--- src/rtl/fpu_pkg.sv ---
// Shared FPU writeback types and constants.
// Opcodes, fflags bit positions and the buffered entry layout.
package fpu_pkg;

    localparam int FP_XLEN = 64;
    localparam int FP_RD_W = 5;

    localparam logic [2:0] FP_TO_INT_SIGNED   = 3'b000;
    localparam logic [2:0] FP_TO_INT_UNSIGNED = 3'b001;
    localparam logic [2:0] INT_TO_FP_SIGNED   = 3'b010;
    localparam logic [2:0] INT_TO_FP_UNSIGNED = 3'b011;
    localparam logic [2:0] FP_SGNJ            = 3'b100;
    localparam logic [2:0] FP_SGNJN           = 3'b101;
    localparam logic [2:0] FP_SGNJX           = 3'b110;
    localparam logic [2:0] FP_TO_FP           = 3'b111;

    localparam int FFLAG_NV = 4;
    localparam int FFLAG_DZ = 3;
    localparam int FFLAG_OF = 2;
    localparam int FFLAG_UF = 1;
    localparam int FFLAG_NX = 0;

    typedef struct packed {
        logic [FP_XLEN-1:0] data;
        logic [FP_RD_W-1:0] rd;
        logic               to_int;
        logic [4:0]         flags;
    } wb_entry_t;

    localparam int WB_ENTRY_W = $bits(wb_entry_t);

endpackage

--- src/rtl/fpu_skid_buf2.sv ---
// Two-entry valid/ready buffer with registered outputs and flush.
// Head register drives the output; tail holds the skid entry.
module fpu_skid_buf2 #(
    parameter int W = 8
) (
    input  logic         clk,
    input  logic         rst,
    input  logic         flush,
    input  logic         in_valid,
    output logic         in_ready,
    input  logic [W-1:0] in_data,
    output logic         out_valid,
    input  logic         out_ready,
    output logic [W-1:0] out_data
);

    logic [1:0]   count_q;
    logic [1:0]   count_d;
    logic [W-1:0] head_q;
    logic [W-1:0] tail_q;
    logic         rdy_q;
    logic         push;
    logic         pop;
    logic         has_head;

    assign has_head  = (count_q != 2'd0);
    assign push      = in_valid & rdy_q & ~flush;
    assign pop       = has_head & out_ready & ~flush;
    assign out_valid = has_head & ~flush;
    assign out_data  = head_q;
    assign in_ready  = rdy_q;

    // Occupancy after this edge; flush empties the buffer.
    always_comb begin
        count_d = count_q;
        if (flush) begin
            count_d = 2'd0;
        end else if (push & ~pop) begin
            count_d = count_q + 2'd1;
        end else if (pop & ~push) begin
            count_d = count_q - 2'd1;
        end
    end

    // Occupancy and registered ready.
    always_ff @(posedge clk) begin
        if (rst) begin
            count_q <= 2'd0;
            rdy_q   <= 1'b1;
        end else begin
            count_q <= count_d;
            rdy_q   <= (count_d < 2'd2);
        end
    end

    // Head loads new data when empty or draining, else promotes tail.
    always_ff @(posedge clk) begin
        if (rst) begin
            head_q <= '0;
        end else if (push && (count_q == 2'd0 || pop)) begin
            head_q <= in_data;
        end else if (pop && count_q == 2'd2) begin
            head_q <= tail_q;
        end
    end

    // Tail captures when head is occupied and not leaving.
    always_ff @(posedge clk) begin
        if (rst) begin
            tail_q <= '0;
        end else if (push && !pop && count_q == 2'd1) begin
            tail_q <= in_data;
        end
    end

endmodule

--- src/rtl/fpu_cvt_wb.sv ---
// Writeback stage for the FPU convert/sign-injection unit.
// Formats results for the target regfile and keeps sticky fflags.
module fpu_cvt_wb
    import fpu_pkg::*;
#(
    parameter int XLEN  = 64,
    parameter int RD_W  = 5,
    parameter int DEPTH = 2
) (
    input  logic            CLK,
    input  logic            RST,
    input  logic            IN_VALID,
    output logic            IN_READY,
    input  logic [2:0]      IN_OPERATION,
    input  logic            IN_SP_DP,
    input  logic [RD_W-1:0] IN_RD,
    input  logic [XLEN-1:0] IN_RESULT,
    input  logic            IN_INVALID,
    input  logic            IN_OVERFLOW,
    input  logic            IN_UNDERFLOW,
    input  logic            IN_INEXACT,
    input  logic            FLUSH,
    output logic            WB_VALID,
    input  logic            WB_READY,
    output logic [XLEN-1:0] WB_DATA,
    output logic [RD_W-1:0] WB_RD,
    output logic            WB_TO_INT,
    input  logic            CSR_WE,
    input  logic [4:0]      CSR_WDATA,
    output logic [4:0]      FFLAGS
);

    if (DEPTH != 2) begin : g_bad_depth
        $error("fpu_cvt_wb supports DEPTH=2 only");
    end

    wb_entry_t cap;
    wb_entry_t head;
    logic      is_f2i;
    logic      sp_dest;
    logic      nan_box;
    logic      retire;
    logic [4:0] fflags_q;

    assign is_f2i  = (IN_OPERATION[2:1] == 2'b00);
    // FP->FP converts to the opposite precision of the source.
    assign sp_dest = (IN_OPERATION == FP_TO_FP) ? IN_SP_DP : ~IN_SP_DP;
    assign nan_box = ~is_f2i & sp_dest;

    // Build the buffered entry with destination formatting applied.
    always_comb begin
        cap        = '0;
        cap.rd     = IN_RD;
        cap.flags[FFLAG_NV] = IN_INVALID;
        cap.flags[FFLAG_DZ] = 1'b0;
        cap.flags[FFLAG_OF] = IN_OVERFLOW;
        cap.flags[FFLAG_UF] = IN_UNDERFLOW;
        cap.flags[FFLAG_NX] = IN_INEXACT;
        unique case (1'b1)
            is_f2i: begin
                cap.to_int = 1'b1;
                cap.data   = {{32{IN_RESULT[31]}}, IN_RESULT[31:0]};
            end
            nan_box: begin
                cap.data = {32'hFFFF_FFFF, IN_RESULT[31:0]};
            end
            default: begin
                cap.data = IN_RESULT;
            end
        endcase
    end

    fpu_skid_buf2 #(
        .W (WB_ENTRY_W)
    ) u_buf (
        .clk       (CLK),
        .rst       (RST),
        .flush     (FLUSH),
        .in_valid  (IN_VALID),
        .in_ready  (IN_READY),
        .in_data   (cap),
        .out_valid (WB_VALID),
        .out_ready (WB_READY),
        .out_data  (head)
    );

    assign WB_DATA   = head.data;
    assign WB_RD     = head.rd;
    assign WB_TO_INT = head.to_int;
    assign retire    = WB_VALID & WB_READY;
    assign FFLAGS    = fflags_q;

    // Sticky flags: CSR write merged with flags of the retiring entry.
    always_ff @(posedge CLK) begin
        if (RST) begin
            fflags_q <= 5'b0;
        end else begin
            fflags_q <= (CSR_WE ? CSR_WDATA : fflags_q)
                      | (retire ? head.flags : 5'b0);
        end
    end

endmodule

--- config.mk ---
export PLATFORM = sky130hd
export DESIGN_NAME = fpu_cvt_wb
export DESIGN_NICKNAME = d
export VERILOG_FILES = /design/src/rtl/fpu_pkg.sv /design/src/rtl/fpu_skid_buf2.sv /design/src/rtl/fpu_cvt_wb.sv
export SDC_FILE = /design/constraint.sdc
export NUM_CORES = 1
export LEC_CHECK = 0
export CAP_MARGIN = 20
export CORE_ASPECT_RATIO = 0.8
export CORE_MARGIN = 2
export CORE_UTILIZATION = 57
export DETAILED_ROUTE_END_ITERATION = 10
export DONT_BUFFER_PORTS = 1
export PLACE_DENSITY_LB_ADDON = 0.2
export SYNTH_ARGS = -nofsm -noshare
export SYNTH_HDL_FRONTEND = slang
export SYNTH_SLANG_ARGS = --single-unit
--- constraint.sdc ---
create_clock -name CLK -period 1.8 [get_ports CLK]
set_input_delay 0.27 -clock CLK [delete_from_list [all_inputs] [get_ports CLK]]
set_output_delay 0.27 -clock CLK [all_outputs]
set_load 0.05 [all_outputs]
==> flow_summary.yaml <==
layout:
  nNetsFinal: 808
  area_delta_synth_final_pct: 8.33
  final_layout_size_suffix_gt1_share_pct: 13.3
  post-route-util_pct: 63.3
  antenna_cells: 0
  design_area_um2: 7730
  stdcell_count: 899
drt:
  ant_nets: 0
  initialDrtViolationCount: 528
  post_drt_wl_per_cell_um: 20.4
  met3_length_mm: 1.66
  viasPerCell: 6.16
  drt-total-wl_mm: 18.4
  routed-wl-met2_mm: 8.66
  wl_met1_mm: 7.74
  num_vias: 5538
  drt_first_pass_iters: 7
  drc: 0
  top_layer_used: "met4"
timing:
  worst_pin_slew_ns: 0.614
  timing.hold.ws_ns: -0.0787
  finalCriticalPeriod_ns: 1.76
  timing.final.crit_share_pct: 97.9
  setup_viol: 0
  finalHoldViolations: 83
  drv_slew: 0
  clock_skew_ns: 0.0103
  slew_headroom_pct: 59.0
  clock.fmax_ghz: 0.568
  grt_setup_unrepaired: "true"
placed_design:
  dp_hpwl_mm: 10.5
  placed_cell_area_um2: 6900
  gp_congestion: 0.789
  place_inst: 852
  port_buffers: 0
global_route:
  grt_pass1_vias: 5410
  grt_pass1_wl_mm: 27.6
  grt.total_usage_pct: 25.8
  antenna_found_initial: 0
  globalRouteOverflowTotal: 0
  grt_max_degree: 128
worst_setup_path:
  path_cells: "inv_4 -> ha_4 -> nor2_4 -> nand2_2 -> inv_2 -> ha_4 -> mux2i_1 -> mux2i_1 -> or3_1"
  worst_ep_required_time_ns: 2.12
  critPathMaxFanout: 4
  critical-path-max-stage-delay_ns: 0.37
  path_buf_inv: 2
  worst-setup-path-type: "flop to flop"
  worst_setup_path_start_kind: "flop"
  slowest_stage: "dfxtp_4"
  crit_family: "simple AND/OR/NAND/NOR gates"
  arrival_ns: 2.08
  critPathCaptureType: "flop"
pwr:
  irDropWorstVdd_mv: 0.717
  cellLeakagePower_nw: 2.54
  powerDensity_nw_per_um2: 1070
  p_int_mw: 6.12
  power.total_mw: 8.29
  switching_share_pct: 26.2
  switching_power_mw: 2.17
  p_comb_share_pct: 7.0
  p_seq_share_pct: 48.2
  p_clk_share_pct: 44.8
synth:
  yosysSeqAreaShare_pct: 43.8
  ys.flop_type: "dfxtp_1"
  synth_area_per_cell_um2: 9.06
  yosys_warnings: 0
  syn-cell-area_um2: 7130
  async_flop_share_pct: 0
  synthTopCellsByCount: "156 x dfxtp_1, 92 x nand2_1, 81 x mux2i_1"
  yosys.area.top_type_share_pct: 43.8
  synth_edf_count: 0
  synth_nets: 880
  ys_types: 29
  syn_inst: 787
  synth_top_cell_by_area: "dfxtp_1"
  synth.most_common_cell: "dfxtp_1"
  synth.top_cells.by_area: "dfxtp_1 44%, mux2i_1 11%, buf_4 7.7%, nand2_1 4.8%, a211oi_1 4.4%"
  yosys_register_bits: 156
floorplan:
  dieArea_um2: 13400
  die_x_um: 129
  rows: 36
  start_util_pct: 58.4
  ios: 165
  die_h_um: 104
  coreArea_um2: 12200
clocking:
  cts-root-buf: "clkbuf_16"
  cts_buffers: 17
  hold_buffers: 2
  htree_levels: 4
  clk_pin_slew_ns: 0.06
  cts_tree: "done"
  insertion_delay_ns: 0.43
  cts_num_sinks: 156
  clk_path_buf_depth: 2
outcome:
  outcome: "finished with violations"
  violations: "hold timing"
run:
  timing.max_cap.violations: 0
min_path:
  hold_class: "primary input to flop"
[power by group through the flow]
stage / clock network, mW / registers, mW / logic, mW
floorplan: 0 / 3.74 / 0.913
global placement: 0 / 4.07 / 0.521
detailed placement: 0 / 4.07 / 0.551
CTS: 3.73 / 3.99 / 0.558
finish: 3.71 / 3.99 / 0.583
global route: 3.90 / 4.01 / 0.629
[registers in the layout (all words and copies together) (netlist names)]
register	count
u_buf.in_ready	1
u_buf.out_data	74
FFLAGS	5
u_buf.count_q	2
u_buf.tail_q	74
[cells in the final DEF, fill, tap and decap left out, drive strengths merged, types with 3 or more instances in the layout]
cell,count
a211oi,42
a21oi,47
buf,43
bufinv,4
clkbuf,23
clkinv,5
clkinvlp,3
dfxtp,156
ha,5
inv,5
mux2i,81
nand2,92
nand2b,3
nand3b,33
nor2,46
nor3,3
o21ai,33
o22ai,32
o311ai,32
or3,34
[metrics by stage]
step           setup TNS (ns)  setup slack [ns]
2_1_floorplan           -5.93            -0.104
3_3_place_gp            -6.42            -0.147
3_5_place_dp          -0.0134           -0.0134
4_1_cts              -0.00899          -0.00899
5_1_grt                -0.107           -0.0908
6_report                    0            0.0382
[timing repair]
item,CTS,global route
pin swaps,0,2
setup endpoints to repair,13,99
gates cloned,0,6
resized for setup,1,12
hold endpoints to repair,92,91
setup buffers,0,7
[routing by layer]
metal	up-vias	global-route usage, %
li1	2606	-
met1	2674	34.0
met2	229	39.2
met3	29	8.85
met4	0	9.47
met5	-	0
[worst reg2reg max path, cell delays in order, from the launching register on]
cell and delay (ns):
dfxtp_4 0.37, inv_4 0.04, ha_4 0.17, nor2_4 0.12
nand2_2 0.10, inv_2 0.09, ha_4 0.14, mux2i_1 0.20
mux2i_1 0.11, or3_1 0.31
[cell families after synthesis]
| group | Yosys count | share of synthesized area (%) |
|---|---|---|
| simple gates | 213 | 14.6 |
| compound gates | 186 | 16.8 |
| flops | 156 | 43.8 |
| buf+inv | 145 | 12.5 |
| mux | 81 | 11.4 |
| fa+ha+maj | 5 | 0.877 |
| xor+xnor | 1 | 0.123 |
[final timing paths]
check / start / slack, ns / end / cells past startpoint
worst max-delay path: u_buf.count_q[0] / 0.04 / u_buf.in_ready / 9
worst min-delay path: RST / -0.08 / u_buf.count_q[0] / 1
worst max register to register: u_buf.count_q[0] / 0.04 / u_buf.in_ready / 9
worst min register to register: u_buf.tail_q[2] / 0.45 / u_buf.tail_q[2] / 2
[final cells by class]
cell class	count	area, µm²
repair buffers	48	532
inverters	5	21.3
flip-flops and latches	156	3130
clock inverters	12	171
fillers	987	4480
clock buffers	20	437
multi-input cells	487	3220
well taps	171	214
Power figures use the tool's default switching activity.
